$ cat src/rtl/fetch_pkg.sv
// rtl/fetch_pkg.sv - shared types and constants for the instruction fetch queue
package fetch_pkg;

    localparam int XLEN = 32;
    localparam logic [XLEN-1:0] NOP_INSTR = 32'h0000_0013;

    typedef struct packed {
        logic [XLEN-1:0] pc;
        logic [XLEN-1:0] instr;
    } fetch_entry_t;

endpackage

$ cat src/rtl/fetch_fifo.sv
// rtl/fetch_fifo.sv - synchronous FIFO with clear, used for pending PCs and the decode queue
module fetch_fifo
    import fetch_pkg::*;
#(
    parameter int WIDTH = 32,
    parameter int DEPTH = 4,
    localparam int AW = $clog2(DEPTH),
    localparam int CW = AW + 1
) (
    input  logic             i_clock,
    input  logic             i_reset,
    input  logic             i_push,
    input  logic [WIDTH-1:0] i_push_data,
    input  logic             i_pop,
    input  logic             i_clear,
    output logic [WIDTH-1:0] o_head_data,
    output logic             o_full,
    output logic             o_empty,
    output logic [CW-1:0]    o_count
);

    logic [WIDTH-1:0] r_mem [DEPTH];
    logic [AW-1:0]    r_wr_ptr;
    logic [AW-1:0]    r_rd_ptr;
    logic [CW-1:0]    r_count;
    logic             w_do_push;
    logic             w_do_pop;

    assign o_full      = (r_count == CW'(DEPTH));
    assign o_empty     = (r_count == '0);
    assign o_count     = r_count;
    assign o_head_data = r_mem[r_rd_ptr];

    // A pop frees the slot the same-cycle push may land in.
    assign w_do_pop  = i_pop & ~o_empty;
    assign w_do_push = i_push & (~o_full | w_do_pop);

    always_ff @(posedge i_clock or posedge i_reset) begin
        if (i_reset) begin
            r_wr_ptr <= '0;
            r_rd_ptr <= '0;
            r_count  <= '0;
            for (int i = 0; i < DEPTH; i++) begin
                r_mem[i] <= '0;
            end
        end else if (i_clear) begin
            r_wr_ptr <= '0;
            r_rd_ptr <= '0;
            r_count  <= '0;
        end else begin
            if (w_do_push) begin
                r_mem[r_wr_ptr] <= i_push_data;
                r_wr_ptr        <= r_wr_ptr + AW'(1);
            end
            if (w_do_pop) begin
                r_rd_ptr <= r_rd_ptr + AW'(1);
            end
            r_count <= r_count + CW'(w_do_push) - CW'(w_do_pop);
        end
    end

endmodule

$ cat src/rtl/instruction_fetch_queue.sv
// rtl/instruction_fetch_queue.sv - credit-based in-order instruction fetch with decode queue and flush
module instruction_fetch_queue
    import fetch_pkg::*;
#(
    parameter int DEPTH = 4,
    parameter int XLEN  = 32
) (
    input  logic            i_clock,
    input  logic            i_reset,
    input  logic [XLEN-1:0] i_pc_in,
    output logic            o_pc_take,
    input  logic            i_flush,
    output logic            o_imem_req_valid,
    output logic [XLEN-1:0] o_imem_req_addr,
    input  logic            i_imem_req_ready,
    input  logic            i_imem_resp_valid,
    input  logic [XLEN-1:0] i_imem_resp_data,
    output logic            o_dec_valid,
    output logic [XLEN-1:0] o_dec_pc,
    output logic [XLEN-1:0] o_dec_instr,
    input  logic            i_dec_ready,
    output logic            o_misaligned
);

    localparam int CW = $clog2(DEPTH) + 1;

    logic [CW-1:0]     w_inflight;
    logic [CW-1:0]     w_qcount;
    logic [CW-1:0]     r_discard;
    logic              r_misaligned;
    logic [CW:0]       w_used;
    logic              w_credit;
    logic              w_aligned;
    logic              w_pend_full;
    logic              w_pend_empty;
    logic [XLEN-1:0]   w_resp_pc;
    logic              w_q_push;
    logic              w_q_pop;
    logic              w_q_full;
    logic              w_q_empty;
    logic [2*XLEN-1:0] w_q_head;

    // In-flight slots count against the queue so every issued fetch has a home.
    assign w_used    = {1'b0, w_inflight} + {1'b0, w_qcount};
    assign w_credit  = (w_used < (CW+1)'(DEPTH));
    assign w_aligned = (i_pc_in[1:0] == 2'b00);

    assign o_imem_req_valid = ~i_reset & ~i_flush & ~r_misaligned & w_aligned & w_credit;
    assign o_pc_take        = o_imem_req_valid & i_imem_req_ready;
    assign o_imem_req_addr  = i_pc_in;

    assign w_q_push = i_imem_resp_valid & ~i_flush & (r_discard == '0);
    assign w_q_pop  = o_dec_valid & i_dec_ready;

    assign o_dec_valid  = ~w_q_empty;
    assign o_dec_pc     = w_q_head[2*XLEN-1:XLEN];
    assign o_dec_instr  = w_q_head[XLEN-1:0];
    assign o_misaligned = r_misaligned;

    fetch_fifo #(.WIDTH(XLEN), .DEPTH(DEPTH)) u_pending_pc (
        .i_clock     (i_clock),
        .i_reset     (i_reset),
        .i_push      (o_pc_take),
        .i_push_data (i_pc_in),
        .i_pop       (i_imem_resp_valid),
        .i_clear     (1'b0),
        .o_head_data (w_resp_pc),
        .o_full      (w_pend_full),
        .o_empty     (w_pend_empty),
        .o_count     (w_inflight)
    );

    fetch_fifo #(.WIDTH(2*XLEN), .DEPTH(DEPTH)) u_instr_queue (
        .i_clock     (i_clock),
        .i_reset     (i_reset),
        .i_push      (w_q_push),
        .i_push_data ({w_resp_pc, i_imem_resp_data}),
        .i_pop       (w_q_pop),
        .i_clear     (i_flush),
        .o_head_data (w_q_head),
        .o_full      (w_q_full),
        .o_empty     (w_q_empty),
        .o_count     (w_qcount)
    );

    // Responses still owed for pre-redirect requests are counted off and dropped.
    always_ff @(posedge i_clock or posedge i_reset) begin
        if (i_reset) begin
            r_discard <= '0;
        end else if (i_flush) begin
            r_discard <= w_inflight - CW'(i_imem_resp_valid);
        end else if (i_imem_resp_valid && (r_discard != '0)) begin
            r_discard <= r_discard - CW'(1);
        end
    end

    always_ff @(posedge i_clock or posedge i_reset) begin
        if (i_reset) begin
            r_misaligned <= 1'b0;
        end else if (i_flush) begin
            r_misaligned <= 1'b0;
        end else if (!w_aligned) begin
            r_misaligned <= 1'b1;
        end
    end

    a_resp_needs_inflight: assert property (@(posedge i_clock) disable iff (i_reset)
        !(i_imem_resp_valid && w_pend_empty));

    a_no_overflow: assert property (@(posedge i_clock) disable iff (i_reset)
        !((w_q_push && w_q_full && !w_q_pop) || (o_pc_take && w_pend_full)));

endmodule

$ cat config.mk
export PLATFORM = sky130hd
export DESIGN_NAME = instruction_fetch_queue
export DESIGN_NICKNAME = d
export VERILOG_FILES = /design/src/rtl/fetch_pkg.sv /design/src/rtl/fetch_fifo.sv /design/src/rtl/instruction_fetch_queue.sv
export SDC_FILE = /design/constraint.sdc
export NUM_CORES = 1
export LEC_CHECK = 0
export BUFFER_PORTS_ARGS = -buffer_cell sky130_fd_sc_hd__buf_2
export CORE_AREA = 2 2 192 194
export CTS_CLUSTER_SIZE = 25
export DETAILED_ROUTE_END_ITERATION = 7
export DIE_AREA = 0 0 194 196
export HOLD_SLACK_MARGIN = 0.08
export PLACE_DENSITY = 0.83
export SKIP_LAST_GASP = 1
export SYNTH_ARGS = -nofsm -noshare
export SYNTH_HDL_FRONTEND = slang
export SYNTH_SLANG_ARGS = --single-unit
$ cat constraint.sdc
create_clock -name i_clock -period 14.4 [get_ports i_clock]
set_input_delay 0.72 -clock i_clock [delete_from_list [all_inputs] [get_ports i_clock]]
set_output_delay 0.72 -clock i_clock [all_outputs]
set_load 0.005 [all_outputs]
**Word level (Yosys, flattened, before mapping)**

Index checks and enable logic that the tools add are counted.

- Bits in registers: 402
- Input bits: 70
- Output and inout bits: 100
- Logic and storage cells: 95

- $add $sub $neg: 11
- Magnitude comparators: 7
- Equality and inequality tests: 3
- Muxes and demuxes: 21
- Bitwise logic cells: 25
- Reductions and logical operators: 12

Operator list:

| operator | number |
|---|---|
| $bwmux W256 | 1 |
| $mux W64 | 3 |
| $bmux W64 S2 | 1 |
| $bwmux W128 | 1 |
| $demux W64 S2 | 1 |
| $mux W32 | 3 |
| $bmux W32 S2 | 1 |
| $demux W32 S2 | 1 |
| $and A1 B1 Y1 | 12 |
| $ge A3 B3 Y1 const B | 4 |
| $not A2 Y3 | 4 |
| $logic_not A3 Y1 | 3 |
| $mux W3 | 3 |
| $sub A3 B1 Y3 | 3 |
| $add A2 B1 Y2 const B | 4 |
| $mux W2 | 4 |
| $not A1 Y1 | 7 |
| $add A3 B1 Y3 | 2 |
| $eq A3 B3 Y1 const B | 2 |
| $lt A3 B1 Y1 const B | 2 |
| $reduce_bool A2 Y1 | 3 |
| $add A3 B3 Y4 | 1 |
| $lt A4 B3 Y1 const B | 1 |
| $logic_and A1 B1 Y1 | 3 |
| other kinds (7) | 9 |

**Logic depth before layout (Yosys ltp)**

Gate-level depths: netlist of the first run.

- Depth after elaboration: 9
- Depth in mapped cells: 10
- Mapped depth without buffers: 9

**Hierarchy**

From an unflattened synthesis of the first run, not the netlist that was laid out.

- Cells, all modules: 1098
- Area total of the unflattened synthesis: 19000.7 µm²

By module, submodules not included:

| module | times used | cells each | area each (µm²) | seq. area each (µm²) |
|---|---|---|---|---|
| fetch_fifo at u_instr_queue | 1 | 667 | 12423.2 | 6581.3 |
| fetch_fifo at u_pending_pc | 1 | 361 | 5988.2 | 3378.2 |
| instruction_fetch_queue | 1 | 70 | 589.3 | 100.1 |

**Worst setup path after synthesis of the first run**

OpenSTA, ideal clock, no wires.

- Path kind: in2reg
- Start point: input i_pc_in[0]
- End point: register u_pending_pc.r_count[2] (netlist: u_pending_pc.o_count[2])
- Library setup time: 127 ps
- Arrival time: 2462 ps
- Required time: 14273 ps
- Path slack: 11810 ps
- Stages: 8
- Path buffers: 0
- Cell sequence: nor3_1 > nand4_2 > and2b_1 > ha_1 > inv_1 > fa_1 > xnor2_1 > xnor2_1

- Cells in the longest elaborated chain, start to end: 7

RTL lines:

| item | line | text |
|---|---|---|
| from (decl) | instruction_fetch_queue.sv:10 | `input logic [XLEN-1:0] i_pc_in,` |
| $logic_not A2 Y1 | instruction_fetch_queue.sv:46 | `assign w_aligned = (i_pc_in[1:0] == 2'b00);` |
| $and A1 B1 Y1 (2 in series) | instruction_fetch_queue.sv:48 | `assign o_imem_req_valid = ~i_reset & ~i_flush & ~r_misaligned & w_aligned & w_credit;` |
| $and A1 B1 Y1 | instruction_fetch_queue.sv:49 | `assign o_pc_take = o_imem_req_valid & i_imem_req_ready;` |
| $and A1 B1 Y1 | fetch_fifo.sv:36 | `assign w_do_push = i_push & (~o_full \| w_do_pop);` |
| net u_pending_pc.w_do_push | fetch_fifo.sv:26 | `logic w_do_push;` |
| $add A3 B1 Y3 | fetch_fifo.sv:58 | `r_count <= r_count + CW'(w_do_push) - CW'(w_do_pop);` |
| $sub A3 B1 Y3 | fetch_fifo.sv:58 |  |
| to (signal assigned) | fetch_fifo.sv:58 |  |
| to (decl) | fetch_fifo.sv:25 | `logic [CW-1:0] r_count;` |

The timed path passes the listed nets, and every way through them passes these cells.
A chain may end at the register's enable or synchronous reset.

**Worst setup path in the final report of the first run**

- Start point: register u_instr_queue.r_rd_ptr[1]
- End point: output o_dec_pc[25]

- Cells in the longest elaborated chain, start to end: 4

RTL lines:

| item | line | text |
|---|---|---|
| from (decl) | fetch_fifo.sv:24 | `logic [AW-1:0] r_rd_ptr;` |
| from (signal assigned) | fetch_fifo.sv:56 | `r_rd_ptr <= r_rd_ptr + AW'(1);` |
| $not A2 Y3 (implied by the code) | fetch_fifo.sv:32 | `assign o_head_data = r_mem[r_rd_ptr];` |
| $bmux W64 S2 | fetch_fifo.sv:32 |  |
| $mux W64 (implied by the code) (2 in series) | fetch_fifo.sv:32 |  |
| to (decl) | instruction_fetch_queue.sv:19 | `output logic [XLEN-1:0] o_dec_pc,` |

No other way between the ends. The select of a mux whose other input is x is not followed.

==> insert_results.sql, run 1 <==
INSERT INTO impl_metrics (metric_group, metric, value, unit) VALUES
('routing', 'drc', '0', ''),
('placement', 'io_buffer_count', '169', ''),
('grt', 'grt_max_degree', '118', ''),
('grt', 'grt_antenna_before_repair', '3', ''),
('logic_synthesis', 'netlist_instances', '1069', ''),
('pwr', 'p_leak', '11.0', 'nW'),
('grt', 'first_global_vias', '10769', ''),
('logic_synthesis', 'yosys_warnings', '0', ''),
('sta', 'totalNegativeSetupSlack', '0', 'ns'),
('worst_setup_path', 'worstPathBufferInverterCount', '2', ''),
('clocking', 'clockBufferDepth', '3', ''),
('worst_setup_path', 'timing_worst_setup_path_type', 'reg -> out', ''),
('logic_synthesis', 'syn-num-nets', '1159', ''),
('floorplan', 'num_rows', '70', ''),
('routing', 'finalWirelength', '38200', 'microns'),
('sta', 'final.setup_skew', '0.0203', 'ns'),
('layout', 'synth_to_layout_area_growth', '10.3', '%'),
('clocking', 'post_cts_buffers', '0', ''),
('sta', 'number_of_endpoints_with_negative_hold_slack_in_the_final_report', '0', ''),
('sta', 'max_slew_margin', '19.2', '%'),
('floorplan', 'die_height', '196', 'microns'),
('sta', 'setup_viol_count_final', '0', ''),
('logic_synthesis', 'avgSynthCellArea', '18.0', 'sq um'),
('sta', 'fin_crit', '3.67', 'ns'),
('sta', 'grt_setup_unrepaired', 'no', ''),
('routing', 'drt-vias-per-instance', '5.67', ''),
('worst_setup_path', 'arrival', '2.95', 'ns'),
('worst_setup_path', 'worstPathCellList', 'buf_4 -> mux4_2 -> buf_2', ''),
('logic_synthesis', 'synth.ff_latch_count', '402', ''),
('routing', 'ant_nets_after_route', '0', ''),
('placement', 'dp_hpwl', '22000', 'microns'),
('floorplan', 'core_area', '36100', 'sq um'),
('worst_setup_path', 'startpoint_type', 'flop', ''),
('worst_setup_path', 'worst-endpoint-required', '13.68', 'ns'),
('routing', 'dr_total_vias', '9635', ''),
('layout', 'fin_nets', '1289', ''),
('clocking', 'htreeDepth', '2', ''),
('job', 'cap_viol_max_count', '0', ''),
('clocking', 'clock-sinks', '402', ''),
('clocking', 'clk_latency', '0.56', 'ns'),
('sta', 'timing.fmax', '273', 'MHz'),
('min_path', 'hold_class', 'in -> async', ''),
('sta', 'layout_setup_ws', '10.73', 'ns'),
('layout', 'drive_gt1_share', '59.0', '%'),
('floorplan', 'die_area', '38000', 'sq um'),
('pwr', 'power_density', '153', 'nW/um^2'),
('worst_setup_path', 'critical-path-slowest-cell', 'sky130_fd_sc_hd__dfrtp_4', ''),
('layout', 'n_antenna_cell', '0', ''),
('grt', 'grt_util_all_layers', '20.7', '%'),
('worst_setup_path', 'slowest_delay', '0.82', 'ns'),
('floorplan', 'initial_utilization', '53.2', '%'),
('worst_setup_path', 'timing.critical_path.fanout_max', '34', ''),
('clocking', 'tritoncts', 'yes', ''),
('grt', 'grt_pass1_wl', '62100', 'microns'),
('floorplan', 'chipWidth', '194', 'microns'),
('pwr', 'ir_worst_vdd', '0.137', 'mV'),
('routing', 'dr.pass1.iters', '5', ''),
('routing', 'detail_route.wl_per_cell', '22.4', 'microns'),
('sta', 'slew_viol_final', '0', ''),
('outcome', 'outcome', 'finished clean', ''),
('floorplan', 'pin_count', '170', ''),
('placement', 'placement.setup.worst_slack', '10.94', 'ns'),
('placement', 'gp_congestion', '0.729', ''),
('clocking', 'clockRootBuffer', 'sky130_fd_sc_hd__clkbuf_16', ''),
('logic_synthesis', 'sequential_element_share_of_the_synthesized_area', '52.4', '%'),
('sta', 'final.period_utilization', '25.5', '%'),
('clocking', 'holdBufCountCts', '0', ''),
('sta', 'worst_pin_slew', '1.21', 'ns'),
('logic_synthesis', 'synthDistinctLibCells', '36', ''),
('worst_setup_path', 'timing.critical_path.max_delay_family', 'buffers and inverters', ''),
('clocking', 'clkTransAtPathRegs', '0.06', 'ns'),
('grt', 'grt-ovfl-total', '0', ''),
('logic_synthesis', 'synthesis.area', '19200', 'sq um'),
('clocking', 'total_cts_buffers', '42', ''),
('routing', 'dr.first_iter.drc_count', '457', ''),
('clocking', 'cts.repair.resized', '0', ''),
('worst_setup_path', 'endpoint_kind', 'output port', '');
-- cells in the mapped netlist (all sizes together) --
cell	number	share of area (%)
dfrtp	402	52
mux2	378	27
mux4	96	11
buf	83	4.9
ha	18	1.2
inv	16	0.31
nand2	12	0.57
nor2	12	0.39
clkbuf	9	0.18
nor2b	9	0.29
xnor2	9	0.41
mux2i	3	0.16
nor3	3	0.078
xor2	3	0.14
fa	2	0.21
nor4b	2	0.16
o31a	2	0.098
a211oi	1	0.039
a21oi	1	0.026
and2b	1	0.039
and4	1	0.046
nand2b	1	0.033
nand3	1	0.026
nand4	1	0.065
nor3b	1	0.039
or3	1	0.039
or4b	1	0.072
-- cells by family after synthesis --
family / share of synthesized area, %
simple gates: 1.85
fa+ha+maj: 1.38
flops: 52.4
mux: 38.3
xor+xnor: 0.548
buf+inv: 5.36
compound gates: 0.163
-- stage by stage --
| stage | instances | util, % | area (sq um) | power, W | hold slack (ns) |
|---|---|---|---|---|---|
| 6_report | 1700 | 58.7 | 21200 | 0.00324 | 0.297 |
| 3_3_place_gp | 1623 | 54.7 | 19800 | 0.00212 | 0.462 |
| 2_1_floorplan | 1069 | - | 19200 | 0.00193 | 0.452 |
| 4_1_cts | 1700 | 58.7 | 21200 | 0.00327 | 0.366 |
| 5_1_grt | 1700 | 58.7 | 21200 | 0.00339 | 0.393 |
| 3_5_place_dp | 1623 | 54.7 | 19800 | 0.00215 | 0.472 |
-- registers in the layout, summed over array words and instances, names as in the netlist, 2 cells and up --
| signal | count |
|---|---|
| u_pending_pc.r_rd_ptr | 2 |
| u_pending_pc.r_wr_ptr | 2 |
| u_pending_pc.o_count | 3 |
| r_discard | 3 |
| u_instr_queue.r_wr_ptr | 2 |
| u_pending_pc.r_mem | 128 |
| u_instr_queue.r_mem | 256 |
| u_instr_queue.o_count | 3 |
| u_instr_queue.r_rd_ptr | 2 |
-- worst paths after layout --
path / from / end / slack [ns] / cells past startpoint
hold / removal: i_reset / o_misaligned / 0.30 / 2
setup reg to reg: u_pending_pc.o_count[2] / u_pending_pc.r_mem[61] / 11.42 / 5
hold reg to reg: u_pending_pc.r_mem[35] / u_pending_pc.r_mem[35] / 0.49 / 1
min in group i_clock: i_pc_in[1] / o_misaligned / 0.45 / 3
max in group asynchronous: i_reset / u_pending_pc.r_mem[57] / 11.60 / 4
setup / recovery: u_instr_queue.r_rd_ptr[1] / o_dec_pc[25] / 10.73 / 3
-- routing by layer --
metal	GRT usage, %	up-vias	share of wire (%)
li1	-	4143	-
met1	27.9	5184	43
met2	34.5	240	49
met3	4.18	62	5.3
met4	5.98	6	2.1
met5	0	-	0.11
-- cell type report --
cell class / count / area (sq um)
Clock buffer: 62 / 1200
Clock inverter: 15 / 221
Fill cell: 2678 / 14900
Inverter: 16 / 67.6
Multi-Input combinational cell: 559 / 8120
Sequential cell: 402 / 10100
Tap cell: 468 / 586
Timing Repair Buffer: 178 / 913
-- cells in the final DEF, fill, tap and decap left out, drive strengths merged, types with 2 or more instances in the layout --
cell type and count:
xnor2 9, clkbuf 62, mux2 378, ha 18, mux2i 3, o31a 2, nand2 12, bufinv 5
nor2b 9, mux4 96, fa 2, nor4b 2, dfrtp 402, xor2 3, buf 178, clkinv 7
inv 18, nor3 3, nor2 12
-- report_power, final --
part           internal (W)  switching (W)
clock network      0.000668       0.000443
logic              0.000415       0.000275
registers           0.00128       0.000157
total               0.00236       0.000875
(Power assumes the default switching activity.)
==> inputs of run 2 (changes only) <==
--- a/config.mk
+++ b/config.mk
@@ -5,11 +5,12 @@
 export SDC_FILE = /design/constraint.sdc
 export NUM_CORES = 1
 export LEC_CHECK = 0
+export ABC_AREA = 1
 export BUFFER_PORTS_ARGS = -buffer_cell sky130_fd_sc_hd__buf_2
-export CORE_AREA = 2 2 192 194
+export CORE_AREA = 2 2 189 191
 export CTS_CLUSTER_SIZE = 25
 export DETAILED_ROUTE_END_ITERATION = 7
-export DIE_AREA = 0 0 194 196
+export DIE_AREA = 0 0 191 193
 export HOLD_SLACK_MARGIN = 0.08
 export PLACE_DENSITY = 0.83
 export SKIP_LAST_GASP = 1
==> constraint.sdc (replaced) <==
create_clock -name i_clock -period 3.7 [get_ports i_clock]
set_input_delay 0.185 -clock i_clock [delete_from_list [all_inputs] [get_ports i_clock]]
set_output_delay 0.185 -clock i_clock [all_outputs]
set_load 0.005 [all_outputs]
==> insert_results.sql, run 2 <==
INSERT INTO impl_metrics (metric_group, metric, value, unit) VALUES
('outcome', 'outcome', 'finished clean', ''),
('floorplan', 'initial_utilization', '52.9', '%'),
('worst_setup_path', 'ff2ff_setup_slack', '1.23', 'ns'),
('routing', 'drt-vias-per-instance', '5.63', ''),
('grt', 'use_met1', '36.3', '%'),
('grt', 'grt_pass1_wl', '80600', 'microns'),
('grt', 'global_route.peak_usage_layer', 'met2', ''),
('layout', 'mostFrequentLayoutCells', '922 x sky130_fd_sc_hd__nand2_1, 399 x sky130_fd_sc_hd__dfrtp_1, 256 x sky130_fd_sc_hd__o21ai_0', ''),
('layout', 'n_antenna_cell', '0', ''),
('floorplan', 'core_area', '35000', 'sq um'),
('sta', 'setup_viol_count_final', '0', ''),
('grt', 'first_global_vias', '15935', ''),
('logic_synthesis', 'synth.ff_latch_count', '402', ''),
('pwr', 'logic_gate_share_of_total_power', '30.6', '%'),
('placement', 'gp_congestion', '0.794', ''),
('layout', 'biggestRegsByFlops', 'u_instr_queue.r_mem x256, u_pending_pc.r_mem x128', ''),
('layout', 'fin_nets', '2494', ''),
('clocking', 'tritoncts', 'yes', ''),
('worst_setup_path', 'critical-path-slowest-cell', 'sky130_fd_sc_hd__buf_4', ''),
('logic_synthesis', 'sequential_element_share_of_the_synthesized_area', '54.4', '%'),
('worst_setup_path', 'startpoint_type', 'flop', ''),
('grt', 'grt_util_all_layers', '27.1', '%'),
('grt', 'use_met3', '4.80', '%'),
('worst_setup_path', 'arrival', '2.81', 'ns'),
('sta', 'final.period_utilization', '80.9', '%'),
('floorplan', 'die_area', '36900', 'sq um'),
('sta', 'grt_setup_unrepaired', 'no', ''),
('routing', 'detail_route.wl_per_cell', '17.1', 'microns'),
('logic_synthesis', 'avgSynthCellArea', '8.12', 'sq um'),
('floorplan', 'die_height', '193', 'microns'),
('clocking', 'clkTransAtPathRegs', '0.06', 'ns'),
('floorplan', 'chipWidth', '191', 'microns'),
('min_path', 'hold_class', 'in -> async', ''),
('layout', 'layout.cells.most_common', 'sky130_fd_sc_hd__nand2_1', ''),
('clocking', 'total_cts_buffers', '42', ''),
('logic_synthesis', 'synth-edff-count', '0', ''),
('worst_setup_path', 'timing_worst_setup_path_type', 'reg -> out', ''),
('sta', 'max_slew_margin', '19.2', '%'),
('pwr', 'pwr-share-clk', '30.3', '%'),
('clocking', 'clock-sinks', '402', ''),
('logic_synthesis', 'syn-num-nets', '2367', ''),
('layout', 'drive_gt1_share', '11.6', '%'),
('logic_synthesis', 'yosysTopAreaCellShare', '54.4', '%'),
('worst_setup_path', 'endpoint_kind', 'output port', ''),
('clocking', 'htreeDepth', '2', ''),
('layout', 'synth_to_layout_area_growth', '15.1', '%'),
('floorplan', 'num_rows', '69', ''),
('sta', 'worst_pin_slew', '1.21', 'ns'),
('job', 'cap_viol_max_count', '0', ''),
('pwr', 'netSwitchingPower', '0.00506', 'W'),
('sta', 'fin_crit', '2.99', 'ns'),
('logic_synthesis', 'synthesis.area', '18500', 'sq um'),
('grt', 'grt_antenna_before_repair', '0', ''),
('pwr', 'ir_worst_vdd', '0.353', 'mV'),
('worst_setup_path', 'worstPathBufferInverterCount', '2', ''),
('placement', 'dp_hpwl', '28100', 'microns'),
('placement', 'placement.setup.worst_slack', '1.32', 'ns'),
('logic_synthesis', 'synthDistinctLibCells', '28', ''),
('pwr', 'p_leak', '11.2', 'nW'),
('layout', 'regMostFlops', 'u_instr_queue.r_mem', ''),
('layout', 'largest_reg_flops', '256', ''),
('worst_setup_path', 'worstPathCellList', 'buf_4 -> o21ai_0 -> o22ai_1 -> buf_2', ''),
('pwr', 'power.sequential.fraction', '39.1', '%'),
('sta', 'timing.fmax', '334', 'MHz'),
('grt', 'global_route.usage.met2', '44.2', '%'),
('worst_setup_path', 'worst-endpoint-required', '3.51', 'ns'),
('pwr', 'total_power', '0.0143', 'W'),
('logic_synthesis', 'synth_top_cells_by_count', '922 x sky130_fd_sc_hd__nand2_1, 402 x sky130_fd_sc_hd__dfrtp_1, 256 x sky130_fd_sc_hd__o21ai_0, 185 x sky130_fd_sc_hd__nand3_1, 153 x sky130_fd_sc_hd__nor2_1', ''),
('worst_setup_path', 'slowest_delay', '0.92', 'ns'),
('sta', 'layout_setup_ws', '0.706', 'ns'),
('placement', 'io_buffer_count', '169', ''),
('logic_synthesis', 'synth_largest_area_cell', 'sky130_fd_sc_hd__dfrtp_1', ''),
('pwr', 'intPower', '0.00919', 'W'),
('worst_setup_path', 'timing.critical_path.fanout_max', '117', ''),
('grt', 'grt_max_degree', '124', ''),
('floorplan', 'pin_count', '170', ''),
('logic_synthesis', 'synth_top_flop_cell', 'sky130_fd_sc_hd__dfrtp_1', ''),
('routing', 'dr.pass1.iters', '6', ''),
('grt', 'grt-ovfl-total', '0', ''),
('routing', 'drc', '0', ''),
('routing', 'dr_total_vias', '16307', ''),
('routing', 'ant_nets_after_route', '0', ''),
('routing', 'finalWirelength', '49500', 'microns'),
('clocking', 'cts.repair.resized', '0', ''),
('clocking', 'clockRootBuffer', 'sky130_fd_sc_hd__clkbuf_16', ''),
('sta', 'slew_viol_final', '0', ''),
('logic_synthesis', 'yosys.cell_count.top_type', 'sky130_fd_sc_hd__nand2_1', ''),
('logic_synthesis', 'ys_top_cells_by_area', 'sky130_fd_sc_hd__dfrtp_1 54%, sky130_fd_sc_hd__nand2_1 19%, sky130_fd_sc_hd__o21ai_0 6.9%', ''),
('worst_setup_path', 'timing.critical_path.max_delay_family', 'buffers and inverters', ''),
('logic_synthesis', 'netlist_instances', '2277', ''),
('logic_synthesis', 'yosys_warnings', '0', ''),
('routing', 'dr.first_iter.drc_count', '1881', ''),
('sta', 'final.setup_skew', '0.0209', 'ns'),
('pwr', 'power_density', '670', 'nW/um^2'),
('clocking', 'clk_latency', '0.56', 'ns'),
('clocking', 'clockBufferDepth', '3', ''),
('sta', 'number_of_endpoints_with_negative_hold_slack_in_the_final_report', '0', ''),
('logic_synthesis', 'async_reset_ff_share', '100', '%'),
('pwr', 'switching_share', '35.5', '%');
==> run 2: cell count changes in the layout (fill, tap and decap cells not counted), sizes merged, moves of 7 or more <==
cell,delta
buf,+22
dlygate4sd3,+68
inv,+26
mux2,-378
mux4,-96
nand2,+914
nand3,+185
nor2,+143
nor2b,-9
o21ai,+272
o22ai,+64
xnor2,-7
==> run 2: power groups by stage <==
stage                     Combinational [W]  Clock, W  Sequential [W]
after detailed placement            0.00420         0         0.00561
after CTS                           0.00432   0.00439         0.00555
after global routing                0.00488   0.00457         0.00564
final                               0.00436   0.00432         0.00557
after floorplan                     0.00273         0         0.00550
after global placement              0.00408         0         0.00558
==> run 2: cells by family (layout without fill, tap and decap cells) <==
kind of cell               after synthesis  in the layout  synth area share, %
AOI/OAI and AO/OA                      344            344                 9.76
adders and majority gates               20             20                 1.44
and+or+nand+nor                       1273           1273                 27.4
xor gates and xnor gates                 6              6                0.284
DFF                                    402            402                 54.4
buffers and inverters                  232            393                 6.71
==> run 2: layout make-up <==
class	instances	area, sq um
sequential	402	10100
timing repair buffer	268	1810
clock inverter	10	151
tap	461	577
clock buffer	68	1280
fill	2877	13700
multi-input combinational	1643	7200
inverter	47	181
==> run 2: metrics by stage <==
stage | hold WS [ns] | util (%) | cells | instance area, sq um | TNS (ns)
after CTS | 0.148 | 60.8 | 2899 | 21300 | 0
final | 0.171 | 60.8 | 2899 | 21300 | 0
after global placement | 0.170 | 54.8 | 2753 | 19200 | 0
after detailed placement | 0.176 | 54.8 | 2753 | 19200 | 0
after floorplan | 0.295 | - | 2277 | 18500 | -763.29
after global routing | 0.161 | 60.8 | 2899 | 21300 | 0
==> run 2: worst register-to-register path, stage by stage, from the launching register on <==
cell and delay (ns):
sky130_fd_sc_hd__dfrtp_1 0.42, sky130_fd_sc_hd__inv_1 0.15, sky130_fd_sc_hd__nand2_1 0.08, sky130_fd_sc_hd__o21ai_0 0.31, sky130_fd_sc_hd__inv_1 0.12, sky130_fd_sc_hd__ha_1 0.30, sky130_fd_sc_hd__inv_1 0.05, sky130_fd_sc_hd__ha_1 0.12
sky130_fd_sc_hd__inv_1 0.05, sky130_fd_sc_hd__fa_1 0.38, sky130_fd_sc_hd__xnor2_1 0.21, sky130_fd_sc_hd__xor2_1 0.18
==> run 2: final timing paths <==
check / startpoint / endpoint / cells past startpoint
setup / recovery: u_instr_queue.r_rd_ptr[0] / o_dec_pc[21] / 4
max in group asynchronous: i_reset / u_pending_pc.r_rd_ptr[0] / 4
hold / removal: i_reset / u_instr_queue.o_count[1] / 3
min in group i_clock: i_pc_in[1] / u_pending_pc.r_wr_ptr[0] / 7
hold reg to reg: u_instr_queue.r_mem[146] / u_instr_queue.r_mem[146] / 2
setup reg to reg: u_pending_pc.o_count[1] / u_pending_pc.o_count[2] / 11
==> run 2: what timing repair did <==
item / in CTS / in global routing
hold buffers: 68 / 0
buffers inserted: 0 / 0
endpoints found under the setup margin: 0 / 0
hold endpoints to repair: 508 / 0
==> run 2: routing by layer <==
layer / up-vias / routed length, microns
met2: 741 / 23700
li1: 7555 / -
met1: 7916 / 20500
met5: - / 0
met4: 0 / 1270
met3: 95 / 4100
